$ cat src/rtl/dadda_final_adder_if.sv
// Handshake and data bundle between the Dadda tree, the final adder and the
// FinalSum packing stage.
//
// Valid/ready: a transfer happens on a rising clk edge when valid && ready.
// The producer holds its payload stable while valid is 1 and not yet taken.
// The consumer may drive ready independently of valid.
interface dadda_final_adder_if #(
  parameter int WIDTH = 64
);
  logic             in_valid;
  logic             in_ready;
  logic [WIDTH-1:0] row_a;
  logic [WIDTH-1:0] row_b;
  logic             out_valid;
  logic             out_ready;
  logic [WIDTH-1:0] sum;
  logic             cout;

  // Environment side: drives the rows and the downstream ready.
  modport master (
    output in_valid, row_a, row_b, out_ready,
    input  in_ready, out_valid, sum, cout
  );

  // Adder side.
  modport slave (
    input  in_valid, row_a, row_b, out_ready,
    output in_ready, out_valid, sum, cout
  );
endinterface

$ cat src/rtl/dadda_final_adder.sv
// Two-stage carry-propagate adder that collapses the two reduced Dadda rows
// into the final product. Stage 1 adds the low SPLIT bits and carries the
// untouched high halves forward; stage 2 adds the high halves plus the
// registered low carry. Both stages form an elastic valid/ready pipeline,
// so up to two pairs can be held while downstream stalls.
module dadda_final_adder #(
  parameter int WIDTH = 64,
  parameter int SPLIT = 32
) (
  input  logic                  clk,
  input  logic                  rst,
  dadda_final_adder_if.slave    bus
);

  localparam int HW = WIDTH - SPLIT;

  // Pipeline occupancy flags (the only reset state)
  logic             s1_valid;
  logic             out_valid_q;

  // Stage-1 data
  logic [SPLIT-1:0] s1_lo_sum;
  logic             s1_lo_carry;
  logic [HW-1:0]    s1_hi_a;
  logic [HW-1:0]    s1_hi_b;

  // Stage-2 data
  logic [WIDTH-1:0] sum_q;
  logic             cout_q;

  logic             accept;
  logic             advance;
  logic [SPLIT:0]   lo_full;
  logic [HW:0]      hi_full;

  // Stage 2 can take stage 1's pair when it is empty or emptying this cycle;
  // stage 1 can take a new pair when it is empty or moving into stage 2.
  assign advance    = s1_valid && (!out_valid_q || bus.out_ready);
  assign bus.in_ready = !s1_valid || !out_valid_q || bus.out_ready;
  assign accept     = bus.in_valid && bus.in_ready;

  assign lo_full = {1'b0, bus.row_a[SPLIT-1:0]} + {1'b0, bus.row_b[SPLIT-1:0]};
  assign hi_full = {1'b0, s1_hi_a} + {1'b0, s1_hi_b} + {{HW{1'b0}}, s1_lo_carry};

  assign bus.out_valid = out_valid_q;
  assign bus.sum       = sum_q;
  assign bus.cout      = cout_q;

  // Occupancy flags: set on load, clear when the stage empties without refill
  always_ff @(posedge clk or posedge rst) begin
    if (rst) begin
      s1_valid    <= 1'b0;
      out_valid_q <= 1'b0;
    end else begin
      if (accept)
        s1_valid <= 1'b1;
      else if (advance)
        s1_valid <= 1'b0;

      if (advance)
        out_valid_q <= 1'b1;
      else if (bus.out_ready)
        out_valid_q <= 1'b0;
    end
  end

  // Stage-1 data load: low partial sum, its carry, raw high halves
  always_ff @(posedge clk) begin
    if (accept) begin
      s1_lo_sum   <= lo_full[SPLIT-1:0];
      s1_lo_carry <= lo_full[SPLIT];
      s1_hi_a     <= bus.row_a[WIDTH-1:SPLIT];
      s1_hi_b     <= bus.row_b[WIDTH-1:SPLIT];
    end
  end

  // Stage-2 data load: finish the high half with the registered low carry
  always_ff @(posedge clk) begin
    if (advance) begin
      sum_q  <= {hi_full[HW-1:0], s1_lo_sum};
      cout_q <= hi_full[HW];
    end
  end

endmodule

$ cat src/flat_wrapper.sv
// flat-port wrapper written by rule: the top's interface ports become plain ports
module dadda_final_adder_flat 
#(
  parameter int WIDTH = 64,
  parameter int SPLIT = 32
)
  (clk, rst, bus_in_valid, bus_row_a, bus_row_b, bus_out_ready, bus_in_ready, bus_out_valid, bus_sum, bus_cout);
  dadda_final_adder_if #(.WIDTH(WIDTH)) bus_i ();
  input  logic clk;
  input  logic rst;
  input wire logic [$bits(bus_i.in_valid)-1:0] bus_in_valid;
  input wire logic [$bits(bus_i.row_a)-1:0] bus_row_a;
  input wire logic [$bits(bus_i.row_b)-1:0] bus_row_b;
  input wire logic [$bits(bus_i.out_ready)-1:0] bus_out_ready;
  output wire logic [$bits(bus_i.in_ready)-1:0] bus_in_ready;
  output wire logic [$bits(bus_i.out_valid)-1:0] bus_out_valid;
  output wire logic [$bits(bus_i.sum)-1:0] bus_sum;
  output wire logic [$bits(bus_i.cout)-1:0] bus_cout;
  assign bus_i.in_valid = bus_in_valid;
  assign bus_i.row_a = bus_row_a;
  assign bus_i.row_b = bus_row_b;
  assign bus_i.out_ready = bus_out_ready;
  assign bus_in_ready = bus_i.in_ready;
  assign bus_out_valid = bus_i.out_valid;
  assign bus_sum = bus_i.sum;
  assign bus_cout = bus_i.cout;
  dadda_final_adder #(.WIDTH(WIDTH), .SPLIT(SPLIT)) u_core (.clk(clk), .rst(rst), .bus(bus_i));
endmodule
$ cat config.mk
export PLATFORM = sky130hd
export DESIGN_NAME = dadda_final_adder_flat
export DESIGN_NICKNAME = d
export VERILOG_FILES = /design/src/rtl/dadda_final_adder_if.sv /design/src/rtl/dadda_final_adder.sv /design/src/flat_wrapper.sv
export SDC_FILE = /design/constraint.sdc
export NUM_CORES = 1
export LEC_CHECK = 0
export ABC_AREA = 1
export CORE_ASPECT_RATIO = 1.75
export CORE_UTILIZATION = 39
export DETAILED_ROUTE_END_ITERATION = 16
export PLACE_DENSITY_LB_ADDON = 0.3
export SYNTH_ARGS = -nofsm -noshare
export SYNTH_HDL_FRONTEND = slang
export SYNTH_SLANG_ARGS = --single-unit
$ cat constraint.sdc
create_clock -name clk -period 5.7 [get_ports clk]
set_input_delay 1.14 -clock clk [delete_from_list [all_inputs] [get_ports clk]]
set_output_delay 1.14 -clock clk [all_outputs]
set_load 0.02 [all_outputs]
==> results.yml <==
route:
  first_pass_iters: 5
  wl_um: 24210
  viasPerCell: 4.602
  first_iter_violations: 290
  antenna_left: 0
  wl_per_cell_um: 14.03
  drt_drc_violations_left: 0
  num_vias: 7939
floorplan:
  start_util_pct: 39.60
  die_w_um: 121.3
  dieHeight_um: 210.8
  top_level_ports: 199
  core_um2: 24530
  die_area_um2: 25570
  fp-row-count: 76
clock_tree:
  clkSinkCount: 164
  ctsResizeCount: 0
  ctsHtreeMaxLevel: 4
  clk_latency_ns: 0.43
  clk_path_buf_depth: 2
  hold_buffers: 0
  ctsRootBufferMaster: "clkbuf_16"
  cts_tree: "built"
  clkSlewWorstSetupHoldPaths_ns: 0.07
  post_cts_buffers: 0
  cts_buffers: 17
sta:
  tightestPinTransition_ns: 0.8427
  setup_ws_ns: 2.000
  period_needed_ns: 3.700
  slew_violations: 0
  rsz0062_at_grt: "no"
  hold_ws_ns: 0.4171
  setup_viol: 0
  fin_crit_sh_pct: 64.91
  finalHoldViolCount: 0
  fin_skew_ns: 0.009428
  finalSetupTns_ns: 0
  relSlewSlack_pct: 43.82
  fmax_mhz: 270.3
global_route:
  grt.total_usage_pct: 20.33
  use_met3_pct: 4.698
  grt_pass1_wl_um: 38600
  grt_overflow: 0
  met2_usage_pct: 41.54
  grt_pass1_vias: 8138
  grt-busiest-layer: "met2"
  use_met1_pct: 17.20
  antenna_found_initial: 6
  grt_max_degree: 98
worst_setup_path:
  crit_path_start_kind: "input port"
  required_ns: 4.56
  crit_type: "in2out"
  arrival_ns: 2.56
  worstSetupEndpointType: "primary output"
  cp_max_fo: 2
cells_and_area:
  regArea_um2: 4915
  nFillCells: 2399
  syn2layout_area_growth_pct: 31.03
  drive_gt1_share_pct: 3.402
  multi_input_area_um2: 3921
  final_util_pct: 51.88
  nets: 1596
logic_synthesis:
  ys_warn_count: 0
  yosys_register_bits: 164
  syn_area_um2: 9714
  avgSynthCellArea_um2: 8.239
  synth.net_count: 1377
  synth_cells: 1179
  yosysSeqAreaShare_pct: 50.59
  ys_types: 20
placed_design:
  routabilityCongestion: 0.9601
  hpwl_um: 20090
  pre_cts_ws_ns: 2.001
  io_buffer_count: 198
min_path:
  hp-class: "reg2reg"
job:
  maxCapViolCount: 0
power:
  cellPowerDensity_nw_per_um2: 275.3
  power.leakage_nw: 6.199
  ir_drop_v: 0.0001962
  power.total_mw: 3.504
outcome:
  outcome: "completed"
[state kept, by name (all words and copies together) (netlist names)]
name                  count
u_core.s1_valid           1
u_core.bus.cout           1
u_core.bus.out_valid      1
u_core.s1_hi_b           32
u_core.s1_lo_sum         32
u_core.bus.sum           64
u_core.s1_hi_a           32
u_core.s1_lo_carry        1
[layout by cell type (no fill, tap or decap)]
master,Yosys,layout
nand2_1,464,464
inv_1,239,239
clkdlybuf4s50_1,0,198
edfxtp_1,162,162
nor2_1,78,77
ha_1,63,63
nand3_1,50,50
a21oi_1,43,42
xor2_1,30,30
clkbuf_16,0,17
nand2_2,11,11
nor3_1,10,10
nand4_1,8,8
nand3_2,4,4
fa_1,3,3
clkbuf_1,0,3
clkinv_4,0,3
bufinv_16,0,3
diode_2,0,2
nor2_2,2,2
o21bai_1,2,2
o21ai_0,2,2
nor3b_1,2,2
a21o_1,2,2
nand3b_1,2,2
inv_6,0,2
clkinv_1,0,2
dfrtp_1,2,2
nor2_4,0,1
a21oi_4,0,1
clkinvlp_4,0,1
clkinv_2,0,1
buf_12,0,1
buf_4,0,1
[kinds of logic (layout without fill, tap and decap cells)]
kind of cell,Yosys count,count (layout),share of synthesized area (%)
XOR/XNOR,30,30,2.705
adder cells (fa/ha/maj),66,66,8.733
other,0,2,0
AO/OA/AOI/OAI,49,49,2.627
buffers and inverters,239,471,9.235
AND/OR/NAND/NOR,631,631,26.11
flip-flops,164,164,50.59
[Yosys cell counts, drive strengths merged]
| cell type | number | area share, % |
|---|---|---|
| fa | 3 | 0.62 |
| nand3 | 54 | 3.0 |
| ha | 63 | 8.1 |
| o21bai | 2 | 0.15 |
| nand3b | 2 | 0.15 |
| nand2 | 475 | 19 |
| nor3b | 2 | 0.15 |
| nor2 | 80 | 3.1 |
| nand4 | 8 | 0.52 |
| a21o | 2 | 0.15 |
| xor2 | 30 | 2.7 |
| nor3 | 10 | 0.52 |
| inv | 239 | 9.2 |
| o21ai | 2 | 0.10 |
| a21oi | 43 | 2.2 |
| edfxtp | 162 | 50 |
| dfrtp | 2 | 0.52 |
[path summary, 6_finish.rpt]
check | cells after the start | slack [ns] | startpoint | to
worst min-delay path | 0 | 0.42 | u_core.s1_lo_sum[4]$_DFFE_PP_ | u_core.bus.sum[4]$_DFFE_PP_
worst max register to register | 10 | 3.16 | u_core.s1_lo_carry$_DFFE_PP_ | u_core.bus.cout$_DFFE_PP_
worst min register to register | 0 | 0.42 | u_core.s1_lo_sum[4]$_DFFE_PP_ | u_core.bus.sum[4]$_DFFE_PP_
worst max-delay path | 6 | 2.00 | bus_out_ready | bus_in_ready
max in group asynchronous | 2 | 4.72 | rst | u_core.bus.out_valid$_DFFE_PP0P_
min in group asynchronous | 2 | 0.86 | rst | u_core.s1_valid$_DFFE_PP0P_
[critical path, cell delays in order]
cell and delay, ns:
clkdlybuf4s50_1 0.39, inv_1 0.11, nand2_1 0.08, nor2_1 0.20, inv_1 0.09, clkdlybuf4s50_1 0.54
[layer usage]
metal,vias to the layer above,share of wire (%)
met3,57,4.4
met5,-,0.17
met2,184,59
li1,4132,-
met4,6,4.5
met1,3560,32
[power breakdown]
group          total (mW)  leakage, nW  switching [mW]  internal (mW)
sequential           1.52         1.58          0.0344           1.49
clock                1.14        0.284           0.451          0.689
combinational       0.841         4.33           0.492          0.348
total                3.50         6.20           0.977           2.53
[final cells by class]
type	instances	area share (%)
diodes	2	0.03932
flip-flops and latches	164	38.61
well taps	312	3.067
clock buffers	20	3.431
repair buffers	200	15.79
multi-input cells	776	30.81
clock inverters	12	1.209
inverters	239	7.048
[metrics by stage]
step,area [µm²],instances
2_1_floorplan,9717,1179
3_3_place_gp,12130,1691
3_5_place_dp,12130,1691
4_1_cts,12720,1723
5_1_grt,12730,1724
6_report,12730,1725
No activity file was read; power rests on OpenSTA's default activity.
